<file path="src/rtl/issue_arbiter_if.sv">
// Issue-queue request/grant handshake and CDB-select outputs of the issue arbiter.
interface issue_arbiter_if #(
    parameter int W = 8
);
    logic         int_ready;
    logic         ls_ready;
    logic         mul_ready;
    logic         div_ready;
    logic         int_issue;
    logic         ls_issue;
    logic         mul_issue;
    logic         div_issue;
    logic         div_busy;
    logic         cdb_sel_valid;
    logic [1:0]   cdb_sel;
    logic [W-1:0] cdb_rsv;

    modport master (
        output int_ready, ls_ready, mul_ready, div_ready,
        input  int_issue, ls_issue, mul_issue, div_issue,
        input  div_busy, cdb_sel_valid, cdb_sel, cdb_rsv
    );

    modport slave (
        input  int_ready, ls_ready, mul_ready, div_ready,
        output int_issue, ls_issue, mul_issue, div_issue,
        output div_busy, cdb_sel_valid, cdb_sel, cdb_rsv
    );
endinterface

</file>
<file path="src/rtl/issue_arbiter.sv">
// Single-issue LRU scheduler over four issue queues with CDB slot reservation
// and non-pipelined divider tracking.
module issue_arbiter #(
    parameter int LS_LAT  = 2,
    parameter int MUL_LAT = 4,
    parameter int DIV_LAT = 8
) (
    input  logic          clk,
    input  logic          reset,
    issue_arbiter_if.slave bus
);
    localparam int W  = DIV_LAT;
    localparam int CW = $clog2(DIV_LAT);

    typedef enum logic [1:0] {ID_INT = 2'd0, ID_LS = 2'd1, ID_MUL = 2'd2, ID_DIV = 2'd3} unit_e;

    logic [W-1:0]  rsv, rsv_c;
    unit_e         own   [W];
    unit_e         own_c [W];
    unit_e         lru   [4];
    unit_e         lru_n [4];
    logic [CW-1:0] div_cnt;
    logic          div_busy;
    logic [3:0]    elig;
    logic [3:0]    grant;
    logic          gnt_any;
    unit_e         gnt_id;
    logic [1:0]    gnt_pos;
    logic          cdb_v;
    unit_e         cdb_id;

    assign div_busy = (div_cnt != '0);

    assign elig[0] = bus.int_ready & ~rsv[0];
    assign elig[1] = bus.ls_ready  & ~rsv[LS_LAT-1];
    assign elig[2] = bus.mul_ready & ~rsv[MUL_LAT-1];
    assign elig[3] = bus.div_ready & ~rsv[DIV_LAT-1] & ~div_busy;

    // First eligible entry in LRU order wins; reset masks the grant.
    always_comb begin
        gnt_any = 1'b0;
        gnt_id  = ID_INT;
        gnt_pos = 2'd0;
        for (int unsigned i = 0; i < 4; i++) begin
            if (!gnt_any && elig[lru[i]]) begin
                gnt_any = 1'b1;
                gnt_id  = lru[i];
                gnt_pos = i[1:0];
            end
        end
        if (reset) gnt_any = 1'b0;
        grant = gnt_any ? (4'b0001 << gnt_id) : 4'b0000;
    end

    // Entries behind the granted one slide up; the granted ID goes to the tail.
    always_comb begin
        for (int unsigned i = 0; i < 3; i++) begin
            lru_n[i] = (gnt_any && (i >= 32'(gnt_pos))) ? lru[i+1] : lru[i];
        end
        lru_n[3] = gnt_any ? gnt_id : lru[3];
    end

    always_comb begin
        rsv_c = rsv;
        for (int unsigned k = 0; k < W; k++) own_c[k] = own[k];
        if (gnt_any) begin
            case (gnt_id)
                ID_INT: begin rsv_c[0]         = 1'b1; own_c[0]         = ID_INT; end
                ID_LS:  begin rsv_c[LS_LAT-1]  = 1'b1; own_c[LS_LAT-1]  = ID_LS;  end
                ID_MUL: begin rsv_c[MUL_LAT-1] = 1'b1; own_c[MUL_LAT-1] = ID_MUL; end
                default: begin rsv_c[DIV_LAT-1] = 1'b1; own_c[DIV_LAT-1] = ID_DIV; end
            endcase
        end
    end

    always_ff @(posedge clk or posedge reset) begin
        if (reset) begin
            rsv     <= '0;
            for (int unsigned k = 0; k < W; k++) own[k] <= ID_INT;
            lru[0]  <= ID_INT;
            lru[1]  <= ID_LS;
            lru[2]  <= ID_MUL;
            lru[3]  <= ID_DIV;
            cdb_v   <= 1'b0;
            cdb_id  <= ID_INT;
            div_cnt <= '0;
        end else begin
            rsv <= rsv_c >> 1;
            for (int unsigned k = 0; k < W - 1; k++) own[k] <= own_c[k+1];
            own[W-1] <= ID_INT;
            cdb_v    <= rsv_c[0];
            cdb_id   <= own_c[0];
            for (int unsigned i = 0; i < 4; i++) lru[i] <= lru_n[i];
            if (grant[3])     div_cnt <= CW'(DIV_LAT - 1);
            else if (div_busy) div_cnt <= div_cnt - 1'b1;
        end
    end

    assign bus.int_issue     = grant[0];
    assign bus.ls_issue      = grant[1];
    assign bus.mul_issue     = grant[2];
    assign bus.div_issue     = grant[3];
    assign bus.div_busy      = div_busy;
    assign bus.cdb_sel_valid = cdb_v;
    assign bus.cdb_sel       = cdb_id;
    assign bus.cdb_rsv       = rsv;
endmodule
</file>
<file path="src/flat_wrapper.sv">
// flat-port wrapper written by rule: the top's interface ports become plain ports
module issue_arbiter_flat 
#(
    parameter int LS_LAT  = 2,
    parameter int MUL_LAT = 4,
    parameter int DIV_LAT = 8
)
  (clk, reset, bus_int_ready, bus_ls_ready, bus_mul_ready, bus_div_ready, bus_int_issue, bus_ls_issue, bus_mul_issue, bus_div_issue, bus_div_busy, bus_cdb_sel_valid, bus_cdb_sel, bus_cdb_rsv);
  issue_arbiter_if bus_i ();
  input  logic clk;
  input  logic reset;
  input wire logic [$bits(bus_i.int_ready)-1:0] bus_int_ready;
  input wire logic [$bits(bus_i.ls_ready)-1:0] bus_ls_ready;
  input wire logic [$bits(bus_i.mul_ready)-1:0] bus_mul_ready;
  input wire logic [$bits(bus_i.div_ready)-1:0] bus_div_ready;
  output wire logic [$bits(bus_i.int_issue)-1:0] bus_int_issue;
  output wire logic [$bits(bus_i.ls_issue)-1:0] bus_ls_issue;
  output wire logic [$bits(bus_i.mul_issue)-1:0] bus_mul_issue;
  output wire logic [$bits(bus_i.div_issue)-1:0] bus_div_issue;
  output wire logic [$bits(bus_i.div_busy)-1:0] bus_div_busy;
  output wire logic [$bits(bus_i.cdb_sel_valid)-1:0] bus_cdb_sel_valid;
  output wire logic [$bits(bus_i.cdb_sel)-1:0] bus_cdb_sel;
  output wire logic [$bits(bus_i.cdb_rsv)-1:0] bus_cdb_rsv;
  assign bus_i.int_ready = bus_int_ready;
  assign bus_i.ls_ready = bus_ls_ready;
  assign bus_i.mul_ready = bus_mul_ready;
  assign bus_i.div_ready = bus_div_ready;
  assign bus_int_issue = bus_i.int_issue;
  assign bus_ls_issue = bus_i.ls_issue;
  assign bus_mul_issue = bus_i.mul_issue;
  assign bus_div_issue = bus_i.div_issue;
  assign bus_div_busy = bus_i.div_busy;
  assign bus_cdb_sel_valid = bus_i.cdb_sel_valid;
  assign bus_cdb_sel = bus_i.cdb_sel;
  assign bus_cdb_rsv = bus_i.cdb_rsv;
  issue_arbiter #(.LS_LAT(LS_LAT), .MUL_LAT(MUL_LAT), .DIV_LAT(DIV_LAT)) u_core (.clk(clk), .reset(reset), .bus(bus_i));
endmodule
</file>
<file path="config.mk">
export PLATFORM = sky130hd
export DESIGN_NAME = issue_arbiter_flat
export DESIGN_NICKNAME = d
export VERILOG_FILES = /design/src/rtl/issue_arbiter_if.sv /design/src/rtl/issue_arbiter.sv /design/src/flat_wrapper.sv
export SDC_FILE = /design/constraint.sdc
export NUM_CORES = 1
export LEC_CHECK = 0
export CAP_MARGIN = 25
export CORE_MARGIN = 10
export CORE_UTILIZATION = 47
export CTS_BUF_LIST = sky130_fd_sc_hd__clkbuf_4 sky130_fd_sc_hd__clkbuf_8 sky130_fd_sc_hd__clkbuf_16
export DETAILED_ROUTE_END_ITERATION = 6
export PLACE_DENSITY = 0.74
export REMOVE_ABC_BUFFERS = 1
export SLEW_MARGIN = 20
export SYNTH_ARGS = -nofsm -noshare
export SYNTH_HDL_FRONTEND = slang
export SYNTH_SLANG_ARGS = --single-unit
</file>
<file path="constraint.sdc">
create_clock -name clk -period 2.6 [get_ports clk]
set_clock_uncertainty 0.1 [all_clocks]
set_input_delay 0.65 -clock clk [delete_from_list [all_inputs] [get_ports clk]]
set_output_delay 0.65 -clock clk [all_outputs]
set_load 0.03 [all_outputs]
</file>
==> run summary, run 1 <==
Status = complete, but fails checks
Failing checks = setup timing
TNS Setup = -3.20 ns
Sequential Power Share = 22.3%
Post-Layout Cell Count = 222
Worst setup EP type = output port
Critical path cell sequence = inv_2, ha_4, nand3b_1, mux4_2, nor3b_2, o21ai_2, o311a_4, buf_6, nor2_1, buf_4
Critical Path Start Type = flip-flop
R2r endpoint = u_core.lru[1]
Critical path peak fanout = 4
Initial antenna violation count = 0
GRT Total Usage = 15.7%
Top Ports = 22
Post-synth top area cell = dfrtp_1
Clock slew at reported path FFs = 0.15 ns
Most frequent cell after synthesis = dfrtp_1
Synth warn = 0
Hold endpoint = u_core.own[12]
RSZ-0062 raised after global routing = yes
LEAKAGE = 0.977 nW
Yosys cell types = 38
Number of global-route vias before repair = 1344
First-pass GRT wire length = 6.60 mm
Num CTS Buffers = 3
Initial Util = 49.1%
Cell internal pwr = 0.00174 W
R2r setup slk = 0.03 ns
H-tree Lvls = 1
Placed Cells = 208
Fin. max-slew vios = 0
Largest net degree at the start of global routing = 26
Congestion Overflow GR = 0
Ys async rst share = 100%
Wirelength per Cell = 17.8 um
Top cells by area, synth = dfrtp_1 39%, dfstp_2 7.8%, mux2_2 5.0%
Max-cap violation count = 0
HP Start = u_core.own[10]
Nets = 200
Fraction of power consumed by the clock network = 6.3%
Residual DRC count = 0
P_sw = 0.00129 W
Power per cell area = 1450 nW/um2
Top-area cell type share of the netlist area = 38.8%
Avg Inst Size Synth = 11.2 um2
Fin crit period = 3.41 ns
Syn Inst Count = 121
Seq cells post-synth = 25
Top Family by Delay on Critical Path = multiplexers
Vias/cell = 5.49
Drt first pass iters = 4
Final hold vios = 0
Hold/Removal Path Class = flip-flop to flip-flop
Most frequent cells after synthesis = 21 x dfrtp_1, 7 x buf_4, 7 x nor2_1
Peak VDD IR = 1.10 mV
Root Driver = clkbuf_4
CP peak stage delay = 0.57 ns
Layout overhead on the synthesized area = 54.5%
Final setup viols = 4
Share of cells above drive strength 1 = 51.3%
Fin Hold WS = 0.276 ns
Final WL = 3.95 mm
Final Power = 0.00303 W
Clock buffer depth = 2
I/O Buffers = 20
Gate power share = 71.4%
Setup CP Type = flip-flop to output port
GP Congestion = 0.890
ANT nets after route = 0
Data arrival, critical path = 2.66 ns
Synthesized area = 1360 um2
Slowest CP cell = mux4_2
Hold Crit Depth = 0
CP bufs+invs = 3
Synth Flop Type = dfrtp_1
Die footprint = 5430 um2
Worst r2r src = u_core.div_cnt[1]
Initial DRC Count = 75
Sw frac = 42.5%
Insertion delay to the later sink of the worst-skew pair = 0.34 ns
CTS tree = done
Diodes inserted = 0
Die Span X = 73.7 um
Post-synth EDFFs = 0
Worst Path Required = 1.85 ns
Final HPWL from detailed placement = 2.74 mm
Highest clock rate = 293 MHz
Register area share after synthesis = 46.5%
Vias = 1219
Final WS setup = -0.812 ns
Tcrit/Tclk final = 131%
Worst Reg-to-Reg Cells = 11
CTS Sinks = 25
# rows = 19
Die Ht = 73.7 um
Core area = 2760 um2
state kept, by name, summed over array words and instances (netlist names):
signal	flops
u_core.lru	8
u_core.own	8
u_core.bus.cdb_rsv	3
u_core.div_cnt	3
u_core.bus.cdb_sel	2
u_core.bus.cdb_sel_valid	1
how the worst max path moves through the flow:
stage,startpoint,slack [ns],depth (start not counted),to
final,u_core.div_cnt[1],-0.81,10,bus_ls_issue
after detailed placement,bus_int_ready,-1.40,8,bus_mul_issue
after global placement,bus_div_ready,-1.36,8,bus_mul_issue
after global routing,u_core.div_cnt[1],-0.94,11,bus_ls_issue
after CTS,u_core.div_cnt[1],-0.78,11,bus_ls_issue
after floorplan,bus_int_ready,-0.53,6,bus_div_issue
per-layer routing:
| metal | up-vias | GRT usage, % | share of wire (%) |
|---|---|---|---|
| met4 | 0 | 7.45 | 2.5 |
| met1 | 601 | 18.1 | 43 |
| met5 | - | 0 | 0 |
| met2 | 32 | 26.8 | 51 |
| met3 | 10 | 3.23 | 3.3 |
| li1 | 576 | - | - |
power by group through the flow:
stage	clock network, W	registers (W)	logic, W
finish	0.000191	0.000674	0.00216
global route	0.000209	0.000698	0.00231
CTS	0.000197	0.000674	0.00206
detailed placement	0	0.000678	0.00173
global placement	0	0.000670	0.00168
floorplan	0	0.000805	0.000768
area by class of cell:
class / count / area [um2]
Clock buffer: 3 / 22.5
Clock inverter: 1 / 8.76
Fill cell: 189 / 664
Inverter: 6 / 22.5
Multi-Input combinational cell: 80 / 743
Sequential cell: 25 / 631
Tap cell: 31 / 38.8
Timing Repair Buffer: 76 / 627
cells in the final DEF (no fill, tap or decap), drive strengths merged, types with 2 or more instances in the layout:
cell and instances:
o21a 3, buf 60, dfstp 4, mux2i 5, nor2b 3, nor2 7, nand3b 2, dfrtp 21
a21oi 3, nand2b 5, nor3b 3, o221a 2, a31oi 3, nand2 4, mux4 3, clkbuf 3
mux2 6, o21bai 5, inv 7, dlygate4sd2 5, ha 2, nor3 3, and4b 2, clkdlybuf4s50 11
o21ai 8
per-stage QoR:
stage	util, %	worst slack, ns	cell area [um2]
2_1_floorplan	-	-0.527	1290
3_3_place_gp	67.8	-1.36	1870
3_5_place_dp	67.8	-1.40	1870
4_1_cts	74.9	-0.778	2060
5_1_grt	75.9	-0.937	2090
6_report	75.9	-0.812	2090
cells by family (layout without fill, tap and decap cells):
| family | count (synthesis) | after routing | share of synthesized area [%] |
|---|---|---|---|
| muxes | 14 | 14 | 13.7 |
| AOI/OAI and AO/OA | 29 | 29 | 16.3 |
| other | 1 | 1 | 0.277 |
| and+or+nand+nor | 33 | 33 | 14.3 |
| DFF | 25 | 25 | 46.5 |
| xor gates and xnor gates | 1 | 1 | 0.646 |
| buffers and inverters | 16 | 86 | 6.37 |
| adders and majority gates | 2 | 2 | 1.85 |
repair_timing:
item	in CTS	in global routing
pin swaps	10	5
endpoints found under the setup margin	17	16
buffers inserted	9	1
gates resized for setup	41	6
hold buffers	0	0
Power figures use the tool's default switching activity.
==> inputs of run 2 (changes only) <==
Settings changed: CORE_UTILIZATION 47 to 60, DONT_BUFFER_PORTS set to 1, PLACE_DENSITY 0.74 to 0.76.
Clock period 2.6 ns to 4.4 ns, I/O delays scaled along.
==> run summary, run 2 (same netlist as run 1, synthesis figures left out) <==
Met2 Wirelength = 1.39 mm
Critical path cell sequence = or3b_2, and3_1, o221a_1, nor3_1, a31oi_2, nor2_1
Most frequent cells in the layout = 21 x dfrtp_1, 7 x nor2_1, 7 x buf_4, 6 x inv_1, 6 x mux2_2
ANT nets after route = 0
GRT Total Usage = 13.3%
Insertion delay to the later sink of the worst-skew pair = 0.33 ns
Wirelength per Cell = 18.4 um
Regs by FF count = u_core.lru x8, u_core.own x8
Nets = 131
Fin util = 64.4%
Max-cap violation count = 0
DR WL met3 = 169 um
Fin. max-slew vios = 0
Critical Path Start Type = input port
Share of cells above drive strength 1 = 23.8%
Die Span X = 67.5 um
Congestion Overflow GR = 0
DRT met1 WL = 1.17 mm
Vias/cell = 5.97
LEAKAGE = 0.636 nW
Post-route cell area = 1410 um2
Worst slew margin = 60.2%
RSZ-0062 raised after global routing = no
Final WL = 2.76 mm
Diodes inserted = 0
Layout overhead on the synthesized area = 4.06%
TNS Setup = 0 ns
I/O Buffers = 0
Final hold vios = 0
Drt first pass iters = 4
Post-CTS sizing = 0
Slowest CP cell = nor2_1
Setup CP Type = input port to output port
Vias = 895
Top Ports = 22
Final WS setup = 0.300 ns
Fin crit period = 4.10 ns
Critical path peak fanout = 5
Worst Tran Pin Value = 0.595 ns
H-tree Lvls = 1
Core area = 2190 um2
Clock buffer depth = 2
Clock slew at reported path FFs = 0.15 ns
Die footprint = 4560 um2
Hold_buf cts = 0
First-pass GRT wire length = 4.67 mm
GP Congestion = 0.989
Peak VDD IR = 0.545 mV
Worst Path Required = 3.20 ns
Status = complete, no violations
Highest clock rate = 244 MHz
Residual DRC count = 0
CTS tree = done
DP Worst Slack = 0.280 ns
Largest net degree at the start of global routing = 26
Postcts setup bufs = 0
Hold/Removal Path Class = flip-flop to flip-flop
Number of global-route vias before repair = 945
CTS Sinks = 25
Initial antenna violation count = 0
Data arrival, critical path = 2.90 ns
Power per cell area = 857 nW/um2
Top Metal Used = met4
Root Driver = clkbuf_4
Placed cell area = 1380 um2
Final setup viols = 0
Worst setup EP type = output port
Initial DRC Count = 54
Die Ht = 67.5 um
Num CTS Buffers = 3
Final HPWL from detailed placement = 2.20 mm
# rows = 17
Tcrit/Tclk final = 93.2%
CP peak stage delay = 0.49 ns
Most common cell after layout, fill and taps aside = dfrtp_1
Initial Util = 61.9%
[run 2: cell types whose count changed in the layout (fill, tap and decap cells not counted), moves of 5 or more]
cell	previous run	this run
buf_4	54	7
clkdlybuf4s50_1	11	0
buf_6	6	0
dlygate4sd2_1	5	0
[run 2: final timing paths]
path / slack (ns) / from / end / cells past startpoint
max: 0.30 / bus_int_ready / bus_div_issue / 6
min: 0.27 / u_core.own[10] / u_core.own[12] / 0
min reg2reg: 0.27 / u_core.own[10] / u_core.own[12] / 0
min in group asynchronous: 0.62 / reset / u_core.bus.cdb_rsv[0] / 2
max in group asynchronous: 3.29 / reset / u_core.lru[4] / 2
max reg2reg: 1.61 / u_core.div_cnt[0] / u_core.own[2] / 8
[run 2: worst max-delay path: cells and delay by family]
family / cells / cell delay [ns]
and+or+nand+nor: 4 / 1.44
AOI/OAI and AO/OA: 2 / 0.36
[run 2: power breakdown]
group          switching, W  leakage [nW]  internal [W]  total (W)
Combinational      0.000334         0.303      0.000265   0.000599
Clock             0.0000735        0.0183     0.0000371   0.000111
Sequential         0.000160         0.315      0.000339   0.000500
[run 2: through the flow]
step | hold WS (ns) | power, W | instances
5_1_grt | 0.300 | 0.00131 | 150
2_1_floorplan | 0.231 | 0.000929 | 111
3_3_place_gp | 0.235 | 0.00109 | 146
6_report | 0.274 | 0.00121 | 150
4_1_cts | 0.278 | 0.00122 | 150
3_5_place_dp | 0.245 | 0.00110 | 146
[run 2: cell type report]
cell class | count | area (um2)
inverters | 6 | 22.5
repair buffers | 7 | 52.6
fillers | 178 | 781
flip-flops and latches | 25 | 631
clock inverters | 1 | 8.76
clock buffers | 3 | 22.5
multi-input cells | 80 | 638
well taps | 28 | 35.0
[run 2: routing by layer]
metal  GRT usage, %  vias to the layer above
met4           4.36                        0
met1           16.2                      446
li1               -                      430
met3           3.64                        4
met5              0                        -
met2           22.2                       15
==> inputs of run 3 (changes only) <==
Settings changed: ABC_CLOCK_PERIOD_IN_PS set to 4400.
==> results of run 3 <==
Final layout, timing and power as in run 2 (identical DEF).
